### config.mk
export PLATFORM = sky130hd
export DESIGN_NAME = renode_axi_burst_manager
export DESIGN_NICKNAME = d
export VERILOG_FILES = /design/src/rtl/renode_axi_burst_manager.sv
export SDC_FILE = /design/constraint.sdc
export NUM_CORES = 1
export LEC_CHECK = 0
export ABC_CLOCK_PERIOD_IN_PS = 4700
export CAP_MARGIN = 20
export CORE_AREA = 4 4 134 136
export DETAILED_ROUTE_END_ITERATION = 8
export DIE_AREA = 0 0 138 140
export GPL_TIMING_DRIVEN = 0
export PLACE_DENSITY = 0.71
export SYNTH_ARGS = -nofsm -noshare
export SYNTH_HDL_FRONTEND = slang
export SYNTH_SLANG_ARGS = --single-unit
export TNS_END_PERCENT = 10
### constraint.sdc
create_clock -name aclk -period 4.7 [get_ports aclk]
set_input_delay 0.47 -clock aclk [delete_from_list [all_inputs] [get_ports aclk]]
set_output_delay 0.47 -clock aclk [all_outputs]
set_load 0.02 [all_outputs]
### src/rtl/renode_axi_burst_manager.sv
`default_nettype none
// renode_axi_burst_manager - single-ID AXI4 INCR burst manager with command, beat-stream and response ports.
// Optional WRAP bursts when RENODE_AXI_WRAP_BURST_EN is defined. Rev 1.0
module renode_axi_burst_manager #(
  parameter int AddressWidth       = 32,
  parameter int DataWidth          = 32,
  parameter int TransactionIdWidth = 8,
  parameter int MaxBurstLen        = 16,
  localparam int StrobeWidth       = DataWidth / 8,
  localparam int LenWidth          = (MaxBurstLen > 1) ? $clog2(MaxBurstLen) : 1
) (
  input  logic                          aclk,
  input  logic                          areset_n,
  input  logic                          cmd_valid,
  output logic                          cmd_ready,
  input  logic                          cmd_write,
  input  logic [AddressWidth-1:0]       cmd_addr,
  input  logic [LenWidth-1:0]           cmd_len,
  input  logic [2:0]                    cmd_size,
  input  logic                          cmd_wrap,
  input  logic                          wr_valid,
  output logic                          wr_ready,
  input  logic [DataWidth-1:0]          wr_data,
  input  logic [StrobeWidth-1:0]        wr_strb,
  output logic                          rd_valid,
  input  logic                          rd_ready,
  output logic [DataWidth-1:0]          rd_data,
  output logic                          rd_last,
  output logic                          rsp_valid,
  input  logic                          rsp_ready,
  output logic                          rsp_error,
  output logic [TransactionIdWidth-1:0] awid,
  output logic [AddressWidth-1:0]       awaddr,
  output logic [7:0]                    awlen,
  output logic [2:0]                    awsize,
  output logic [1:0]                    awburst,
  output logic                          awlock,
  output logic [3:0]                    awcache,
  output logic [2:0]                    awprot,
  output logic [3:0]                    awqos,
  output logic                          awvalid,
  input  logic                          awready,
  output logic [DataWidth-1:0]          wdata,
  output logic [StrobeWidth-1:0]        wstrb,
  output logic                          wlast,
  output logic                          wvalid,
  input  logic                          wready,
  input  logic [TransactionIdWidth-1:0] bid,
  input  logic [1:0]                    bresp,
  input  logic                          bvalid,
  output logic                          bready,
  output logic [TransactionIdWidth-1:0] arid,
  output logic [AddressWidth-1:0]       araddr,
  output logic [7:0]                    arlen,
  output logic [2:0]                    arsize,
  output logic [1:0]                    arburst,
  output logic                          arlock,
  output logic [3:0]                    arcache,
  output logic [2:0]                    arprot,
  output logic [3:0]                    arqos,
  output logic                          arvalid,
  input  logic                          arready,
  input  logic [TransactionIdWidth-1:0] rid,
  input  logic [DataWidth-1:0]          rdata,
  input  logic [1:0]                    rresp,
  input  logic                          rlast,
  input  logic                          rvalid,
  output logic                          rready
);

  typedef enum logic [1:0] {IDLE, ADDR_DATA, RESP, REJECT} state_t;

  state_t                        state_q, state_d;
  logic                          started_q, started_d;
  logic                          write_q, write_d;
  logic [AddressWidth-1:0]       addr_q, addr_d;
  logic [LenWidth-1:0]           len_q, len_d;
  logic [LenWidth-1:0]           beat_q, beat_d;
  logic [2:0]                    size_q, size_d;
  logic [1:0]                    burst_q, burst_d;
  logic [TransactionIdWidth-1:0] id_q, id_d;
  logic                          awvalid_q, awvalid_d;
  logic                          arvalid_q, arvalid_d;
  logic                          aw_done_q, aw_done_d;
  logic                          w_done_q, w_done_d;
  logic                          rsp_valid_q, rsp_valid_d;
  logic                          err_q, err_d;

  logic [31:0] beat_bytes, len_plus1, end_off;
  logic        cmd_err, in_data;
  logic [7:0]  axlen_w;

  always_comb begin
    beat_bytes = 32'd1 << cmd_size;
    len_plus1  = 32'(cmd_len) + 32'd1;
    end_off    = 32'(cmd_addr[11:0]) + (len_plus1 << cmd_size);
    cmd_err    = 1'b0;
    if (beat_bytes > 32'(StrobeWidth)) cmd_err = 1'b1;
    if ((32'(cmd_addr) & (beat_bytes - 32'd1)) != 32'd0) cmd_err = 1'b1;
    if (len_plus1 > 32'(MaxBurstLen)) cmd_err = 1'b1;
`ifdef RENODE_AXI_WRAP_BURST_EN
    // WRAP bursts stay inside their own wrap window, so the 4 KB rule does not apply
    if (cmd_wrap) begin
      if (!(len_plus1 inside {32'd2, 32'd4, 32'd8, 32'd16})) cmd_err = 1'b1;
    end else if (end_off > 32'd4096) begin
      cmd_err = 1'b1;
    end
`else
    if (cmd_wrap) cmd_err = 1'b1;
    if (end_off > 32'd4096) cmd_err = 1'b1;
`endif
  end

  always_comb begin
    state_d     = state_q;
    started_d   = 1'b1;
    write_d     = write_q;
    addr_d      = addr_q;
    len_d       = len_q;
    size_d      = size_q;
    burst_d     = burst_q;
    beat_d      = beat_q;
    id_d        = id_q;
    awvalid_d   = awvalid_q;
    arvalid_d   = arvalid_q;
    aw_done_d   = aw_done_q;
    w_done_d    = w_done_q;
    rsp_valid_d = rsp_valid_q;
    err_d       = err_q;

    in_data   = (state_q == ADDR_DATA);
    cmd_ready = started_q && (state_q == IDLE);
    wvalid    = in_data && write_q && !w_done_q && wr_valid;
    wr_ready  = in_data && write_q && !w_done_q && wready;
    wlast     = in_data && write_q && !w_done_q && (beat_q == len_q);
    rd_valid  = in_data && !write_q && rvalid;
    rready    = in_data && !write_q && rd_ready;
    rd_last   = in_data && !write_q && (beat_q == len_q);
    bready    = (state_q == RESP) && write_q && !rsp_valid_q;

    case (state_q)
      IDLE: begin
        if (cmd_valid && cmd_ready) begin
          if (cmd_err) begin
            state_d     = REJECT;
            rsp_valid_d = 1'b1;
            err_d       = 1'b1;
          end else begin
            state_d   = ADDR_DATA;
            write_d   = cmd_write;
            addr_d    = cmd_addr;
            len_d     = cmd_len;
            size_d    = cmd_size;
`ifdef RENODE_AXI_WRAP_BURST_EN
            burst_d   = cmd_wrap ? 2'b10 : 2'b01;
`else
            burst_d   = 2'b01;
`endif
            beat_d    = '0;
            aw_done_d = 1'b0;
            w_done_d  = 1'b0;
            awvalid_d = cmd_write;
            arvalid_d = !cmd_write;
            err_d     = 1'b0;
          end
        end
      end
      ADDR_DATA: begin
        if (awvalid_q && awready) begin
          awvalid_d = 1'b0;
          aw_done_d = 1'b1;
        end
        if (arvalid_q && arready) arvalid_d = 1'b0;
        if (write_q) begin
          if (wvalid && wready) begin
            beat_d = beat_q + LenWidth'(1);
            if (wlast) w_done_d = 1'b1;
          end
          // W may finish before AW; the response phase waits for both
          if (aw_done_d && w_done_d) state_d = RESP;
        end else if (rvalid && rready) begin
          beat_d = beat_q + LenWidth'(1);
          if (rresp[1] || (rid != id_q) || (rlast != rd_last)) err_d = 1'b1;
          if (rlast || rd_last) begin
            state_d     = RESP;
            rsp_valid_d = 1'b1;
          end
        end
      end
      RESP: begin
        if (bvalid && bready) begin
          rsp_valid_d = 1'b1;
          if (bresp[1] || (bid != id_q)) err_d = 1'b1;
        end
        if (rsp_valid_q && rsp_ready) begin
          state_d     = IDLE;
          rsp_valid_d = 1'b0;
          err_d       = 1'b0;
          id_d        = id_q + TransactionIdWidth'(1);
        end
      end
      REJECT: begin
        if (rsp_valid_q && rsp_ready) begin
          state_d     = IDLE;
          rsp_valid_d = 1'b0;
          err_d       = 1'b0;
        end
      end
      default: state_d = IDLE;
    endcase
  end

  always_ff @(posedge aclk or negedge areset_n) begin
    if (!areset_n) begin
      state_q <= IDLE;
    end else begin
      state_q <= state_d;
    end
  end

  always_ff @(posedge aclk or negedge areset_n) begin
    if (!areset_n) begin
      started_q   <= 1'b0;
      write_q     <= 1'b0;
      addr_q      <= '0;
      len_q       <= '0;
      size_q      <= '0;
      burst_q     <= 2'b01;
      beat_q      <= '0;
      id_q        <= '0;
      awvalid_q   <= 1'b0;
      arvalid_q   <= 1'b0;
      aw_done_q   <= 1'b0;
      w_done_q    <= 1'b0;
      rsp_valid_q <= 1'b0;
      err_q       <= 1'b0;
    end else begin
      started_q   <= started_d;
      write_q     <= write_d;
      addr_q      <= addr_d;
      len_q       <= len_d;
      size_q      <= size_d;
      burst_q     <= burst_d;
      beat_q      <= beat_d;
      id_q        <= id_d;
      awvalid_q   <= awvalid_d;
      arvalid_q   <= arvalid_d;
      aw_done_q   <= aw_done_d;
      w_done_q    <= w_done_d;
      rsp_valid_q <= rsp_valid_d;
      err_q       <= err_d;
    end
  end

  assign axlen_w   = 8'(len_q);
  assign awid      = id_q;
  assign awaddr    = addr_q;
  assign awlen     = axlen_w;
  assign awsize    = size_q;
  assign awburst   = burst_q;
  assign awlock    = 1'b0;
  assign awcache   = 4'd0;
  assign awprot    = 3'd0;
  assign awqos     = 4'd0;
  assign awvalid   = awvalid_q;
  assign wdata     = wr_data;
  assign wstrb     = wr_strb;
  assign arid      = id_q;
  assign araddr    = addr_q;
  assign arlen     = axlen_w;
  assign arsize    = size_q;
  assign arburst   = burst_q;
  assign arlock    = 1'b0;
  assign arcache   = 4'd0;
  assign arprot    = 3'd0;
  assign arqos     = 4'd0;
  assign arvalid   = arvalid_q;
  assign rd_data   = rdata;
  assign rsp_valid = rsp_valid_q;
  assign rsp_error = err_q;

endmodule
`default_nettype wire

Yosys cells after proc, flatten, opt, wreduce, memory -nomap -nowiden. Cells that the tools add are included.

Bits in registers: 61. Output and inout bits: 210. Word-level logic and storage cells: 149. Input bits: 141.

Magnitude comparators: 3. Shift operators: 2. Reductions and logical operators: 42. Bitwise gates (word level): 2. $add $sub $neg: 5. Equal/unequal tests: 25. Multiplexer cells: 56.

Operators with widths (count): 2-to-1 mux 1 bit (36); adder 12 x 32 -> 32 bit (1); bitwise AND 32 bit (1); > comparator 32 x 13 -> 1 bit (second input constant) (1); > comparator 32 x 3 -> 1 bit (second input constant) (1); nonzero test 32 bit (1); << shifter 1 x 3 -> 32 bit (first input constant) (1); << shifter 5 x 3 -> 32 bit (1); subtractor 32 x 1 -> 32 bit (second input constant) (1); logical AND 1 bit (20); 2-to-1 mux 4 bit (5); != test 8 bit (2); 2-to-1 mux 2 bit (7); != test 2 x 1 -> 1 bit (second input constant) (7); AND reduction 7 bit (2); != test 3 x 2 -> 1 bit (second input constant) (4); AND reduction 4 bit (3); != test 2 bit (second input constant) (5); AND reduction 5 bit (2); adder 8 x 1 -> 8 bit (second input constant) (1); one-hot mux 1 bit (2 select lines) (4); one-hot mux 1 bit (4 select lines) (2); one-hot mux 4 bit (2 select lines) (1); != test 3 x 1 -> 1 bit (second input constant) (2); 16 further kinds (24).

Depth between registers and ports, before layout. Gate-level depths: netlist of run 1.

Depth after elaboration: 12. Mapped depth: 17. Mapped depth without buffers: 15.

Worst setup path before layout of run 1. OpenSTA, ideal clock, no wires.

Path kind: input to register. From: input cmd_len[0]. To: register addr_q[14], in the netlist araddr[14]. Buffers on the path: 2. Slack: 1.100 ns. Required time: 4.575 ns. Arrival: 3.475 ns. Stages on the path: 17. Library setup time: 0.125 ns. Cell sequence: ha_1 > nand2_1 > o21ai_0 > a32oi_1 > mux2i_1 > nor2_1 > a21oi_1 > ha_1 > a21o_1 > a221o_1 > mux2i_1 > and4_1 > and4_1 > a21oi_1 > buf_6 > buf_6 > mux2_4.

Word-level cells in the longest chain between the ends: 7.

RTL lines: from (decl) (RTL line 18) `input logic [LenWidth-1:0] cmd_len,`; adder 4 x 1 -> 5 bit * (RTL line 95) `len_plus1 = 32'(cmd_len) + 32'd1;`; << shifter 5 x 3 -> 32 bit / > comparator 5 bit (equally long branches) (RTL line 96, 100); adder 12 x 32 -> 32 bit / 2-to-1 mux 1 bit (equally long branches) (RTL line 96, 100); > comparator 32 x 13 -> 1 bit / 2-to-1 mux 1 bit (equally long branches) (RTL line 110, 109); 2-to-1 mux 1 bit * (RTL line 110) `if (end_off > 32'd4096) cmd_err = 1'b1;`; NOT 1 bit (no line) *; AND reduction 3 bit (no line) *; to (signal assigned) (RTL line 240) `addr_q <= addr_d;`; to (decl) (RTL line 76) `logic [AddressWidth-1:0] addr_q, addr_d;`.

Every way passes the cells marked *; elsewhere a longest branch is shown, timed or not. A chain may end at the register's enable or synchronous reset.

Final worst setup path of run 1.
From: input cmd_size[0]. To: register addr_q[15], in the netlist araddr[15].

Word-level cells in the longest chain between the ends: 10.

RTL lines: from (decl) (RTL line 19) `input logic [2:0] cmd_size,`; branches (longest 7 deep; another with adder 12 x 32 -> 32 bit); 2-to-1 mux 1 bit * (RTL line 110); NOT 1 bit (no line) *; AND reduction 3 bit (no line) *.

Every way passes the cells marked *.

==> results of run 1 <==
[registers in the layout, summed over array words and instances, names as in the netlist]
name       flops
araddr        32
beat_q         4
len_q          4
awvalid        1
started_q      1
rsp_valid      1
w_done_q       1
arid           8
rsp_error      1
aw_done_q      1
arvalid        1
arsize         3
write_q        1
state_q        2
[per-layer routing]
layer / GRT usage (%) / up-vias / wire, um
met3: 3.89 / 17 / 954
met1: 18.6 / 2099 / 6440
met2: 25.3 / 189 / 7510
met4: 5.88 / 0 / 308
met5: 0 / - / 0
li1: - / 2231 / -
[through the flow]
stage,instances,setup WS (ns),setup TNS [ns]
CTS,1051,0.238,0
global placement,1036,-0.0940,-2.48
finish,1051,0.403,0
floorplan,568,1.10,0
detailed placement,1036,-0.102,-2.86
global route,1051,0.152,0
[synthesized netlist by cell type (3+ instances only)]
master,number
a21o_1,7
a21oi_1,15
a22o_1,4
a31oi_1,3
and2_1,9
and4_1,4
buf_2,3
buf_4,151
buf_6,4
clkbuf_1,8
dfrtp_1,61
ha_1,18
inv_1,14
mux2_2,19
mux2_4,22
mux2i_1,7
nand2_1,26
nand2b_1,3
nand3_1,10
nand4_1,7
nor2_1,15
nor2b_1,8
nor3_1,8
nor3b_1,3
nor4_1,7
o21ai_0,20
o22ai_1,5
or3_1,4
xnor2_1,13
xor2_1,20
[worst max-delay path: cells and delay by family]
family | cells | cell delay (ns)
compound gates | 3 | 0.81
mux | 3 | 0.78
simple gates | 4 | 0.82
buf+inv | 4 | 1.28
fa+ha+maj | 1 | 0.35
[what timing repair did]
item / 4_1_cts / 5_1_grt
gates resized for setup: 0 / 6
endpoints found under the hold margin: 0 / 0
endpoints found under the setup margin: 0 / 32
[cells in the final DEF, fill, tap and decap left out, drive strengths merged, types with 9 or more instances in the layout]
| cell | n |
|---|---|
| clkdlybuf4s50 | 240 |
| mux2 | 41 |
| o21ai | 20 |
| xnor2 | 13 |
| buf | 160 |
| ha | 18 |
| clkbuf | 19 |
| xor2 | 20 |
| a21oi | 17 |
| and2 | 9 |
| dfrtp | 61 |
| conb | 37 |
| nand3 | 10 |
| inv | 14 |
| nor2 | 15 |
| nand2 | 26 |
[worst max path at each step]
stage,from,endpoint,slack [ns]
4_1_cts,cmd_len[0],araddr[15],0.24
3_3_place_gp,cmd_len[0],araddr[14],-0.09
5_1_grt,cmd_size[0],araddr[15],0.15
2_1_floorplan,cmd_len[0],araddr[14],1.10
3_5_place_dp,cmd_len[0],arsize[0],-0.10
6_report,cmd_size[0],araddr[15],0.40
[power groups by stage]
| stage | clock (uW) | sequential (uW) | combinational [uW] |
|---|---|---|---|
| 2_1_floorplan | 0 | 1060 | 1030 |
| 3_5_place_dp | 0 | 922 | 2050 |
| 5_1_grt | 723 | 946 | 2170 |
| 3_3_place_gp | 0 | 917 | 2030 |
| 4_1_cts | 697 | 918 | 2060 |
| 6_report | 679 | 916 | 2040 |
[cell type report]
| type | count | area, um2 | share of cell area [%] |
|---|---|---|---|
| clock buffer | 11 | 253 | 3.07 |
| multi-input combinational | 326 | 2410 | 29.2 |
| inverter | 14 | 52.6 | 0.638 |
| sequential | 61 | 1530 | 18.5 |
| buffer | 167 | 1230 | 14.9 |
| timing repair buffer | 243 | 2430 | 29.6 |
| tap | 225 | 282 | 3.42 |
| clock inverter | 4 | 47.5 | 0.578 |
[cells by family (layout without fill, tap and decap cells)]
group           count (synthesis)  count (layout)  synth area share (%)
buf+inv                       181             439                  25.2
flops                          61              61                  30.1
fa+ha+maj                      19              19                  4.83
xor+xnor                       33              33                  5.70
compound gates                 77              77                  10.1
other cells                     2              37                 0.148
mux                            48              48                  12.1
simple gates                  112             112                  11.9
==> results by group, run 1 <==
Run status
  – Outcome: completed

GRT
  – GRT Util Overall: about 15%
  – Largest net degree at the start of global routing: just over 60
  – Total grt overflow: 0
  – Initial antenna violation count: 0
  – Vias in the first global route: between 4,000 and 5,000
  – First-pass GRT wire length: ~24 mm

CTS
  – Postcts setup bufs: 0
  – CTS tree: yes
  – Clock root buffer: clkbuf_16
  – H-tree levels: 3
  – Max Root-Sink Buffers: 2
  – Skew-Pair Late Insertion Delay: around 0.34 ns
  – Worst-path clk slew: 0.05 ns
  – Clk sink count: 61
  – Num CTS Buffers: 9
  – # hold bufs at CTS: 0

Drt
  – Vias/cell: ~4.3
  – Via Count: ~4,500
  – Initial DRT Pass Iterations: 4
  – Final WL: 15.2 mm
  – WL/cell: roughly 14 um
  – Starting DRT DRC Count: 150
  – Post-DRT Antenna Nets: 0
  – Remaining DRCs: 0

Worst setup path
  – RR Endpoint: rsp_error
  – Flop2flop setup slack: slightly above 2 ns
  – CP Capture Type: flop
  – WS Path Type: in2reg
  – Crit start category: input port
  – Critical Path AT: roughly 4.5 ns
  – Critical Path Max Stage Delay: about 0.6 ns
  – Reg2reg path depth: 10
  – Max FO, Critical Path: 10
  – Reg2Reg Launch Point: beat_q[0]
  – Worst path slowest cell: clkdlybuf4s50_1
  – CP Cell Sequence: clkdlybuf4s50_1 > clkbuf_2 > nand4_1 > mux2_2 > o22ai_1 > ha_1 > and3_1 > a221o_1 > mux2i_1 > and4_1 > and4_1 > a21oi_1 > buf_6 > buf_6 > mux2_4
  – Critical path required time: 4.92 ns

Floorplanning
  – Die Wd: roughly 140 um
  – DIE AREA: roughly 19,000 um2
  – Die height: roughly 140 um
  – Initial core utilization: 30.0%
  – Num ports: 351
  – Core area: between 15,000 and 20,000 um2
  – FP Rows: 48

Synthesis
  – Synthesized area: between 5000 and 6000 um2
  – Post-synth EDFFs: 0
  – Dominant cell type by area after synthesis: dfrtp_1
  – Yosys top cell area share: approximately 30%
  – Primary FF master, synth: dfrtp_1
  – Main area contributors after synthesis: dfrtp_1, buf_4, mux2_4
  – Sequential share of the synthesized area: 30.1%
  – Post-Syn Area per Cell: around 9.5 um2
  – Post-Syn Instances: roughly 530
  – Syn. warnings: 0
  – Synth Register Bits: around 60
  – FFs w/ async S/R, synth: 100%
  – Synth cell types: between 50 and 60

Timing
  – Fin crit period: 4.30 ns
  – Max Slew Vio Count: 0
  – RSZ-0062 raised after global routing: no
  – Fmax: 233 MHz
  – Final period util: 91.4%
  – Hold Vio Cnt, Final: 0
  – Final setup violation count: 0
  – Slew at the pin closest to its max-slew limit: 0.820 ns
  – Worst slew margin: a little under half
  – Clock skew: between 0.005 and 0.006 ns
  – Fin Hold WS: 0.214 ns

Finish
  – Ant diodes: 0
  – Share of layout cells above drive strength 1: 27.1%
  – Area growth, synth to finish: 62.2%
  – Fillcell total: 1,642
  – Nets: slightly below 1,000
  – Final core occ: 48.6%
  – Post-route cell area: slightly above 8000 um2

Placement
  – HPWL reported at the end of detailed placement: about 12 mm
  – Final Wtd Congestion: roughly 0.86
  – Placed instance area: around 8000 um2
  – Buffers on Ports: between 200 and 250

Power
  – Comb pwr share: 56.2%
  – Clk pwr share: 18.6%
  – Leakage power: slightly below 0.004 uW
  – Reg power frac: about a quarter
  – Pwr Density: about 440 nW/um2
  – Psw: 1370 uW
  – VDD IR max: roughly 0.20 mV
  – Switch share: ~38%
  – Overall power: 3640 uW
  – Int Pwr: roughly 2300 uW

Run
  – Maxcap violations: 0

Worst hold path
  – Worst Hold Class: in2async
Note: power is estimated with default switching activity, not from simulation.
==> inputs of run 2 (changes only) <==
--- a/config.mk
+++ b/config.mk
@@ -5,7 +5,7 @@
 export SDC_FILE = /design/constraint.sdc
 export NUM_CORES = 1
 export LEC_CHECK = 0
-export ABC_CLOCK_PERIOD_IN_PS = 4700
+export ABC_CLOCK_PERIOD_IN_PS = 5500
 export CAP_MARGIN = 20
 export CORE_AREA = 4 4 134 136
 export DETAILED_ROUTE_END_ITERATION = 8
==> constraint.sdc (replaced) <==
create_clock -name aclk -period 5.5 [get_ports aclk]
set_input_delay 0.55 -clock aclk [delete_from_list [all_inputs] [get_ports aclk]]
set_output_delay 0.55 -clock aclk [all_outputs]
set_load 0.02 [all_outputs]
==> run 2 against run 1 <==
Effect of this change:
- via count shrank 0.26%
- largest cell class unchanged
- critical endpoint unchanged
- hold slack gained 0.078 ns
- non-clock buffer count is the same
- cell area shrank 0.15%
- first-iteration DRC count grew 8.7%
- clock power shrank 15%
==> results by group, run 2 (synthesized netlist as in run 1, its figures left out) <==
Finish
  – Max reg flops: 32
  – Multi-input combinational cell area: ~2400 um2
  – Ant diodes: 0
  – Register Area: ~1500 um2
  – Commonest non-fill, non-tap cell in the layout: clkdlybuf4s50_1
  – Area growth, synth to finish: 61.9%
  – Commonest non-fill, non-tap cells in the layout: clkdlybuf4s50_1, buf_4, dfrtp_1
  – Nets: just under 1,000
  – Fillcell total: 1,643
  – Share of layout cells above drive strength 1: a little over a quarter

Floorplanning
  – DIE AREA: slightly below 20,000 um2
  – Initial core utilization: between 20% and 30%
  – Num ports: between 300 and 400
  – Core area: 16,900 um2
  – Die Wd: about 140 um
  – FP Rows: 48
  – Die height: around 140 um

Drt
  – Initial DRT Pass Iterations: 6
  – Via Count: ~4,500
  – Starting DRT DRC Count: approximately 160
  – WL/cell: between 10 and 15 um
  – Post-DRT Antenna Nets: 0
  – Final WL: ~15 mm
  – Remaining DRCs: 0
  – Vias/cell: around 4.3

GRT
  – Initial antenna violation count: 0
  – First-pass GRT wire length: roughly 24 mm
  – Largest net degree at the start of global routing: 62
  – Vias in the first global route: 4,536
  – GRT Util Overall: ~15%
  – Total grt overflow: 0

Power
  – Pwr Density: ~380 nW/um2
  – Overall power: between 3000 and 4000 uW
  – VDD IR max: around 0.17 mV
  – Leakage power: a little under 0.004 uW

Placement
  – HPWL reported at the end of detailed placement: ~12 mm
  – Final Wtd Congestion: roughly 0.86
  – Buffers on Ports: approximately 240

Timing
  – Fmax: between 200 and 250 MHz
  – Hold Vio Cnt, Final: 0
  – Max Slew Vio Count: 0
  – Total Negative Setup Slacks: 0 ns
  – Slew at the pin closest to its max-slew limit: 0.820 ns
  – Clock skew: approximately 0.0055 ns
  – Worst slew margin: 45.3%
  – Fin crit period: approximately 4.6 ns
  – Final setup violation count: 0
  – RSZ-0062 raised after global routing: no
  – Final period util: 83.1%

CTS
  – Clock root buffer: clkbuf_16
  – # hold bufs at CTS: 0
  – Skew-Pair Late Insertion Delay: 0.34 ns
  – Clk sink count: 61
  – CTS tree: yes
  – Post-CTS sizing: 0
  – Worst-path clk slew: roughly 0.050 ns
  – Num CTS Buffers: 9
  – Postcts setup bufs: 0
  – H-tree levels: 3
  – Max Root-Sink Buffers: 2

Worst setup path
  – Critical path required time: between 5 and 6 ns
  – Reg2Reg Launch Point: beat_q[0]
  – Reg2reg path depth: 10
  – CP Capture Type: flop
  – Max FO, Critical Path: 10
  – Flop2flop setup slack: 2.87 ns
  – RR Endpoint: rsp_error
  – Crit start category: input port
  – Critical Path AT: ~4.8 ns
  – WS Path Type: in2reg

Run status
  – Outcome: completed

Run
  – Maxcap violations: 0

Worst hold path
  – Worst Hold Class: in2async
-- run 2: worst max-delay path: stages --
cell             delay (ns)
clkdlybuf4s50_1        0.68
ha_1                   0.28
nand2_1                0.06
o21ai_0                0.14
a32oi_1                0.13
mux2i_1                0.21
nor2_1                 0.06
a21oi_1                0.21
ha_1                   0.36
a21o_1                 0.23
a31oi_1                0.28
a21oi_1                0.14
a211o_1                0.32
and4_1                 0.21
a21oi_1                0.19
buf_6                  0.21
buf_6                  0.20
mux2_4                 0.32
-- run 2: final cells by class --
| type | instances | share of cell area [%] |
|---|---|---|
| Buffer | 167 | 14.9 |
| Clock buffer | 11 | 3.08 |
| Clock inverter | 4 | 0.579 |
| Inverter | 14 | 0.639 |
| Multi-Input combinational cell | 326 | 29.2 |
| Sequential cell | 61 | 18.6 |
| Tap cell | 225 | 3.43 |
| Timing Repair Buffer | 243 | 29.6 |
-- run 2: layer usage --
layer | track usage (%) | wire length (um) | vias to the layer above
li1 | - | - | 2233
met1 | 18.6 | 6460 | 2093
met2 | 25.3 | 7530 | 181
met3 | 3.89 | 939 | 17
met4 | 5.88 | 308 | 0
met5 | 0 | 0 | -
-- run 2: worst max-delay path by stage --
stage | depth (start not counted) | slack, ns | endpoint | from
global placement | 18 | 0.63 | araddr[14] | cmd_len[0]
detailed placement | 18 | 0.62 | arsize[0] | cmd_len[0]
floorplan | 17 | 1.82 | araddr[14] | cmd_len[0]
finish | 18 | 0.93 | araddr[15] | cmd_len[0]
CTS | 18 | 0.96 | araddr[15] | cmd_len[0]
global route | 18 | 0.59 | araddr[15] | cmd_len[0]
-- run 2: where the power goes --
group	total (uW)	internal (uW)	switching, uW
registers	782	608	175
logic	1750	961	786
clock network	579	371	208
total	3110	1940	1170
-- run 2: metrics by stage --
stage / std cells / util [%] / instance area, um2 / hold WS [ns] / worst slack, ns
CTS: 1051 / 48.5 / 8220 / 0.343 / 0.958
finish: 1051 / 48.5 / 8220 / 0.292 / 0.931
global placement: 1036 / 46.8 / 7920 / 0.500 / 0.626
floorplan: 568 / - / 5210 / 0.254 / 1.82
detailed placement: 1036 / 46.7 / 7920 / 0.500 / 0.618
global route: 1051 / 48.5 / 8220 / 0.384 / 0.592
